## config.mk

```make
export PLATFORM = sky130hd
export DESIGN_NAME = crc_rx_check
export DESIGN_NICKNAME = d
export VERILOG_FILES = /design/src/rtl/crc_rx_check_pkg.sv /design/src/rtl/crc_serial_step.sv /design/src/rtl/crc_rx_check.sv
export SDC_FILE = /design/constraint.sdc
export NUM_CORES = 1
export LEC_CHECK = 0
export CORE_MARGIN = 1.5
export CORE_UTILIZATION = 55
export DETAILED_ROUTE_END_ITERATION = 7
export DONT_BUFFER_PORTS = 1
export PLACE_DENSITY = 0.7
export SLEW_MARGIN = 10
export SYNTH_ARGS = -nofsm -noshare
export SYNTH_HDL_FRONTEND = slang
export SYNTH_SLANG_ARGS = --single-unit
```

## constraint.sdc

```tcl
create_clock -name clk -period 4.41 [get_ports clk]
set_input_delay 0.882 -clock clk [delete_from_list [all_inputs] [get_ports clk]]
set_output_delay 0.882 -clock clk [all_outputs]
set_load 0.02 [all_outputs]
```

## src/rtl/crc_rx_check_pkg.sv

```systemverilog
// Shared definitions for the serial CRC receive checker and its generator.
// Holds the frame state encoding and the default CRC parameters.
package crc_rx_check_pkg;

   typedef enum logic [1:0] {
      IDLE = 2'd0,
      FILL = 2'd1,
      PASS = 2'd2
   } state_t;

   localparam int CRC_WIDTH = 16;
   localparam logic [CRC_WIDTH-1:0] CRC_POLY = 16'h8005;

endpackage

```

## src/rtl/crc_serial_step.sv

```systemverilog
// Combinational single-bit CRC update in direct form.
// Shared between the receive checker and the serial generator.
module crc_serial_step
   import crc_rx_check_pkg::*;
#(
   parameter int WIDTH = CRC_WIDTH,
   parameter logic [WIDTH-1:0] POLY = CRC_POLY
) (
   input  logic [WIDTH-1:0] crc,
   input  logic             data,
   output logic [WIDTH-1:0] nxt
);

   logic fb;

   assign fb  = data ^ crc[WIDTH-1];
   assign nxt = (crc << 1) ^ (fb ? POLY : '0);

endmodule

```

## src/rtl/crc_rx_check.sv

```systemverilog
// Receive-side serial CRC checker: verifies the trailing CRC field,
// strips it and forwards the payload bits with frame markers.
module crc_rx_check
   import crc_rx_check_pkg::*;
#(
   parameter int WIDTH = CRC_WIDTH,
   parameter logic [WIDTH-1:0] POLY = CRC_POLY,
   parameter logic [WIDTH-1:0] INIT = '0,
   parameter logic [WIDTH-1:0] RESIDUE = '0,
   parameter int LEN_W = 16
) (
   input  logic             clk,
   input  logic             rst,
   input  logic             in,
   input  logic             in_valid,
   input  logic             sof,
   input  logic             eof,
   output logic             out,
   output logic             out_valid,
   output logic             out_sof,
   output logic             out_eof,
   output logic             done,
   output logic             crc_ok,
   output logic             crc_err,
   output logic             short_err,
   output logic             abort,
   output logic [LEN_W-1:0] len
);

   localparam int CW = $clog2(WIDTH + 1);
   localparam logic [CW-1:0] CNT_ONE = CW'(1);
   localparam logic [CW-1:0] FILL_LAST = CW'(WIDTH - 1);

   state_t           state;
   logic [WIDTH-1:0] crc;
   logic [WIDTH-1:0] crc_nxt;
   logic [WIDTH-1:0] crc_sof;
   logic [WIDTH-1:0] dl;
   logic [WIDTH-1:0] dl_nxt;
   logic [CW-1:0]    fill_cnt;
   logic [LEN_W-1:0] pay_cnt;
   logic [LEN_W-1:0] pay_nxt;

   crc_serial_step #(
      .WIDTH (WIDTH),
      .POLY  (POLY)
   ) u_step (
      .crc  (crc),
      .data (in),
      .nxt  (crc_nxt)
   );

   // A sof bit is folded into a freshly loaded INIT, not the old register.
   crc_serial_step #(
      .WIDTH (WIDTH),
      .POLY  (POLY)
   ) u_step_sof (
      .crc  (INIT),
      .data (in),
      .nxt  (crc_sof)
   );

   assign dl_nxt  = (dl << 1) | WIDTH'(in);
   assign pay_nxt = (&pay_cnt) ? pay_cnt : pay_cnt + LEN_W'(1);

   always_ff @(posedge clk or posedge rst) begin
      if (rst) begin
         state     <= IDLE;
         crc       <= INIT;
         dl        <= '0;
         fill_cnt  <= '0;
         pay_cnt   <= '0;
         out       <= 1'b0;
         out_valid <= 1'b0;
         out_sof   <= 1'b0;
         out_eof   <= 1'b0;
         done      <= 1'b0;
         crc_ok    <= 1'b0;
         crc_err   <= 1'b0;
         short_err <= 1'b0;
         abort     <= 1'b0;
         len       <= '0;
      end else begin
         out_valid <= 1'b0;
         out_sof   <= 1'b0;
         out_eof   <= 1'b0;
         done      <= 1'b0;
         abort     <= 1'b0;
         if (in_valid) begin
            if (sof) begin
               abort     <= (state != IDLE);
               crc       <= crc_sof;
               dl        <= dl_nxt;
               fill_cnt  <= CNT_ONE;
               pay_cnt   <= '0;
               crc_ok    <= 1'b0;
               crc_err   <= 1'b0;
               short_err <= 1'b0;
               len       <= '0;
               if (eof) begin
                  done      <= 1'b1;
                  crc_err   <= 1'b1;
                  short_err <= 1'b1;
                  state     <= IDLE;
               end else begin
                  state <= (WIDTH == 1) ? PASS : FILL;
               end
            end else begin
               unique case (state)
                  IDLE: begin
                  end
                  FILL: begin
                     crc      <= crc_nxt;
                     dl       <= dl_nxt;
                     fill_cnt <= fill_cnt + CNT_ONE;
                     if (eof) begin
                        done      <= 1'b1;
                        crc_err   <= 1'b1;
                        short_err <= 1'b1;
                        state     <= IDLE;
                     end else if (fill_cnt == FILL_LAST) begin
                        state <= PASS;
                     end
                  end
                  PASS: begin
                     crc       <= crc_nxt;
                     dl        <= dl_nxt;
                     out       <= dl[WIDTH-1];
                     out_valid <= 1'b1;
                     out_sof   <= (pay_cnt == '0);
                     pay_cnt   <= pay_nxt;
                     if (eof) begin
                        out_eof   <= 1'b1;
                        done      <= 1'b1;
                        crc_ok    <= (crc_nxt == RESIDUE);
                        crc_err   <= (crc_nxt != RESIDUE);
                        short_err <= 1'b0;
                        len       <= pay_nxt;
                        state     <= IDLE;
                     end
                  end
                  default: state <= IDLE;
               endcase
            end
         end
      end
   end

endmodule

```

# [Word-level counts from Yosys, hierarchy flattened]
# Index checks and enable logic that the tools add are counted.
[classes] n_reduce_logical=19 n_bitwise=4 n_addsub=2 n_mux=45 eq_ne=7
[op_table] op="$mux 16" count=12
[op_table] op="$logic_not 16->1" count=2
[op_table] op="$mux 1" count=24
[op_table] op="$add 16x1->16 const B" count=1
[op_table] op="$or 16x1->16" count=1
[op_table] op="$reduce_and 16->1" count=1
[op_table] op="$reduce_bool 16->1" count=1
[op_table] op="$xor 16x16->16" count=1
[op_table] op="$mux 5" count=2
[op_table] op="$reduce_bool 2->1" count=5
[op_table] op="$mux 2" count=4
[op_table] op="$reduce_and 4->1" count=2
[op_table] op="$ne 3x3->1 const B" count=2
[op_table] op="$pmux 2 s3" count=1
[op_table] op="$reduce_and 2->1" count=3
[op_table] op="$reduce_and 3->1" count=2
[op_table] op="$add 5x1->5 const B" count=1
[op_table] op="$eq 5x4->1 const B" count=1
[op_table] op="$ne 4x4->1 const B" count=1
[op_table] op="$pmux 1 s2" count=2
[op_table] op="$reduce_bool 3->1" count=1
[op_table] op="$eq 2x1->1 const B" count=1
[op_table] op="$eq 2x2->1 const B" count=1
[op_table] op="$logic_not 2->1" count=1
[op_table] op="4 further kinds" count=4
[word_totals] wordCells=92 out_inout_bits=25 in_bits=6 ff_bits=80

# [Longest topological paths before layout]
[depth] ltp_word=7 mapped_depth=8

# [Modules after synthesis]
# A second synthesis with hierarchy kept.
[hier_totals] hier_cells=433 hier_area_um2=4376.7
[by_module_without_submodules] mod="crc_rx_check" area_each_um2=4053.9 n_inst=1 cells_each=399 seq_area_each_um2=2001.9
[by_module_without_submodules] mod="crc_serial_step" area_each_um2=161.4 n_inst=2 cells_each=17 seq_area_each_um2=0.0

# [Least setup slack after synthesis]
# No wires, ideal clock.
[synth_path] path_kind="in2reg" start="input port sof" end="register len[11]" setup_time_ps=69 arrival_ps=2052 cell_stages=5 path_slack_ps=2289 path_cell_list="clkbuf_2 -> or3_1 -> buf_2 -> or4_1 -> nand3_1"
[synth_via] elab_chain_len=2 elab_cells_between_ends=4 classes_between="mux (1); reduce/logical (3)"
[synth_lines] item="start: declaration" line="crc_rx_check.sv:16" text="input logic sof,"
[synth_lines] item="$reduce_bool 2->1 (no source line)"
[synth_lines] item="$reduce_and 3->1 (no source line)"
[synth_lines] item="end signal: assignment" line="crc_rx_check.sv:138" text="len <= pay_nxt;"
[synth_lines] item="end: declaration" line="crc_rx_check.sv:27" text="output logic [LEN_W-1:0] len"
# Parallel ways exist; a longest one is shown, timed or not.
# A chain may end at the register's enable or synchronous reset.

# [Worst setup path in the final report]
[layout_path] start="register pay_cnt[1]" end="register len[5]"
[layout_via] elab_chain_len=5 elab_cells_between_ends=6 classes_between="add/sub (1); mux (4); reduce/logical (1)"
[layout_lines] item="start: declaration" line="crc_rx_check.sv:41" text="logic [LEN_W-1:0] pay_cnt;"
[layout_lines] item="start signal: assignment" line="crc_rx_check.sv:131" text="pay_cnt <= pay_nxt;"
[layout_lines] item="$add 16x1->16 or $reduce_and 16->1 (tied branches)" line="crc_rx_check.sv:64" text="assign pay_nxt = (&pay_cnt) ? pay_cnt : pay_cnt + LEN_W'(1);"
[layout_lines] item="$mux 16 *" line="crc_rx_check.sv:64"
[layout_lines] item="$mux 16 *" line="crc_rx_check.sv:132" text="if (eof) begin"
[layout_lines] item="$mux 16 *" line="crc_rx_check.sv:109" text="unique case (state)"
[layout_lines] item="$mux 16 *" line="crc_rx_check.sv:90" text="if (sof) begin"
# Mark *: on every way between the ends. The rest lies on a longest branch, timed or not. The select of a mux whose other input is x is not followed.

==> metrics.yaml <==
run_status:
  outcome: "complete, no violations"
setup_path:
  cp_max_fo: 15
  start_kind: "flip-flop"
  cp-end-kind: "flip-flop"
  required_ns: 4.65
  path_delay_family: "simple AND/OR/NAND/NOR gates"
  crit_arrival_ns: 2.55
  cpPeakStageDelay_ns: 0.77
  worstSetupPathType: "reg -> reg"
  crit_chain: "ha_1 > nand3_1 > nor4_4 > nor4b_1 > a221o_1"
  r2r_cells: 5
  slowest_stage: "nor4_4"
  path_buf_inv: 0
  worst-path-stages: 5
routing:
  dr.pass1.iters: 5
  num_vias: 3081
  via_per_inst: 6.05
  dr.first_iter.drc_count: 246
  wirelength_um: 8160
  final_antenna_net_count: 0
  routedWlPerCell_um: 16.0
  drc: 0
cts:
  numCtsBuffers: 9
  ctsResizeCount: 0
  hold_buffers: 0
  cts_tree: "yes"
  clk_latency_ns: 0.36
  root_buffer: "clkbuf_8"
  htree_levels: 3
  cts.path.max_buffers: 2
  path_clk_slew_ns: 0.08
  clkSinkCount: 80
  post-cts-setup-buffers: 0
sta:
  slew_violations: 0
  finalSetupViolations: 0
  hold_violations: 0
  max_slew_margin_pct: 24.1
  finClkSkew_ns: 0.00884
  fin_crit_ns: 2.30
  rsz0062_at_grt: "no"
  timing.fmax_mhz: 435
  fin_hold_ws_ns: 0.468
  fin_crit_sh_pct: 52.2
  fin_tns_setup_ns: 0
  max_slew.worst_pin.slew_ns: 1.14
pwr:
  cellPowerDensity_nw_per_um2: 421
  p_leak_nw: 1.91
  ir_worst_vdd_mv: 0.199
placement:
  dp.cells: 493
  place_congestion: 0.860
  post-dp-hpwl_um: 5430
  placed_area_sq_um: 4050
  port_buffers: 0
floorplanning:
  ios: 31
  die_area_sq_um: 7930
  start_util_pct: 56.4
  fp-row-count: 31
  core-area_sq_um: 7210
  die_w_um: 89.0
  fp.dieH_um: 89.0
layout:
  drive_gt1_share_pct: 8.54
  fin_area_sq_um: 4220
  syn_to_final_growth_pct: 3.53
  stdcell_count: 509
  antennaDiodeCount: 0
  nNetsFinal: 418
  fillers: 661
  final_util_pct: 58.4
synth:
  yosys_register_bits: 80
  synth.net_count: 437
  synth-edff-count: 0
  ys_dominant_reg_cell: "dfrtp_1"
  yosysSeqAreaShare_pct: 49.2
  async_flop_share_pct: 100
  avgSynthCellArea_sq_um: 9.60
  synth_cells: 424
  synth_warnings: 0
  mappedNetlistArea_sq_um: 4070
  synth_cell_types: 63
global_routing:
  antenna_found_initial: 0
  grt_pass1_wl_um: 13900
  grt_overflow: 0
  grt_start_max_net_pins: 54
  gr-usage-all-layers_pct: 23.0
  grt_pass1_vias: 2819
hold_path:
  min_path_cells: 2
  hold_class: "reg -> reg"
flow_run:
  cap_viol_max_count: 0
worst min-delay path: stages, from the launching register on:
cell and delay [ns]:
dfrtp_1 0.34, nand2_1 0.05, nand2_1 0.05
per-layer routing:
metal  share of wire [%]  vias up  track usage [%]
li1                    -     1494                -
met1                  48     1495             33.0
met2                  45       75             32.5
met3                 4.7       17             6.65
met4                 2.1        0             10.1
met5                   0        -                0
worst paths after layout:
path,from,end,slack [ns]
worst min-delay path,dl[3]$_DFFE_PP0P_,dl[4]$_DFFE_PP0P_,0.47
max in group asynchronous,rst,dl[3]$_DFFE_PP0P_,2.97
worst max-delay path,pay_cnt[1]$_DFFE_PP0P_,len[5]$_DFFE_PP0P_,2.11
min in group asynchronous,rst,dl[10]$_DFFE_PP0P_,0.56
worst max register to register,pay_cnt[1]$_DFFE_PP0P_,len[5]$_DFFE_PP0P_,2.11
worst min register to register,dl[3]$_DFFE_PP0P_,dl[4]$_DFFE_PP0P_,0.47
stage by stage:
stage / total power, W / setup WS, ns
after floorplan: 0.00125 / 1.48
after detailed placement: 0.00132 / 2.15
final: 0.00177 / 2.11
after CTS: 0.00179 / 2.12
after global routing: 0.00190 / 1.91
after global placement: 0.00131 / 2.18
power breakdown:
part / switching [W] / internal, W
Clock: 0.000263 / 0.000201
Sequential: 0.000132 / 0.000862
Combinational: 0.000183 / 0.000134
cell usage in the layout (no fill, tap or decap), types with 5 or more instances in the layout:
master     n
a21oi_1   19
a22o_1    15
a31oi_1    5
and2_1     5
and4_1     6
clkbuf_8   9
clkinv_2   5
dfrtp_1   80
ha_1       7
inv_1     13
nand2_1   79
nand3_1   10
nand4_1    7
nor2_1    19
nor2b_1    6
nor4_1     8
o21ai_0   24
cells in the mapped netlist (all sizes together), types with 2 or more instances:
library cell / number / area [sq um]
dfrtp: 80 / 2000
nand2: 79 / 297
o21ai: 27 / 135
a21oi: 19 / 95.1
nor2: 19 / 71.3
buf: 17 / 108
clkbuf: 16 / 63.8
a22o: 15 / 131
inv: 15 / 58.8
nand3: 10 / 50.1
nand4: 10 / 90.1
nor4: 10 / 83.8
ha: 7 / 87.6
and4: 6 / 52.6
nor2b: 6 / 37.5
a31oi: 5 / 31.3
and2: 5 / 31.3
a21o: 4 / 30.0
a31o: 4 / 35.0
mux2i: 4 / 40.0
nand2b: 4 / 25.0
o2bb2ai: 4 / 35.0
or3: 4 / 25.0
or4: 4 / 30.0
xnor2: 4 / 35.0
and3: 3 / 18.8
nor3: 3 / 15.0
nor4b: 3 / 32.5
o211ai: 3 / 22.5
o311ai: 3 / 33.8
xor2: 3 / 26.3
a221o: 2 / 20.0
a22oi: 2 / 15.0
a32o: 2 / 20.0
a41oi: 2 / 17.5
o21a: 2 / 15.0
o22a: 2 / 17.5
o22ai: 2 / 12.5
o41ai: 2 / 17.5
flip-flops by register name, summed over array words and instances, names as in the netlist:
name	flops
pay_cnt	16
abort	1
dl	16
crc	16
out_valid	1
short_err	1
fill_cnt	5
out_sof	1
crc_ok	1
len	16
out	1
done	1
crc_err	1
state	2
out_eof	1
cell type report:
cell class                      count  area (sq um)  area share, %
Tap cell                           99           124           2.94
Multi-Input combinational cell    296          1840           43.7
Clock buffer                       10           128           3.03
Inverter                           15          60.1           1.42
Timing Repair Buffer                3          22.5          0.534
Sequential cell                    80          2000           47.5
Clock inverter                      6          36.3          0.861
cell families after synthesis:
family,share of synthesized area (%)
and+or+nand+nor,21.5
DFF,49.2
adders and majority gates,2.15
buffers and inverters,5.65
xor gates and xnor gates,1.51
muxes,1.26
AOI/OAI and AO/OA,18.8
(Power assumes the default switching activity.)
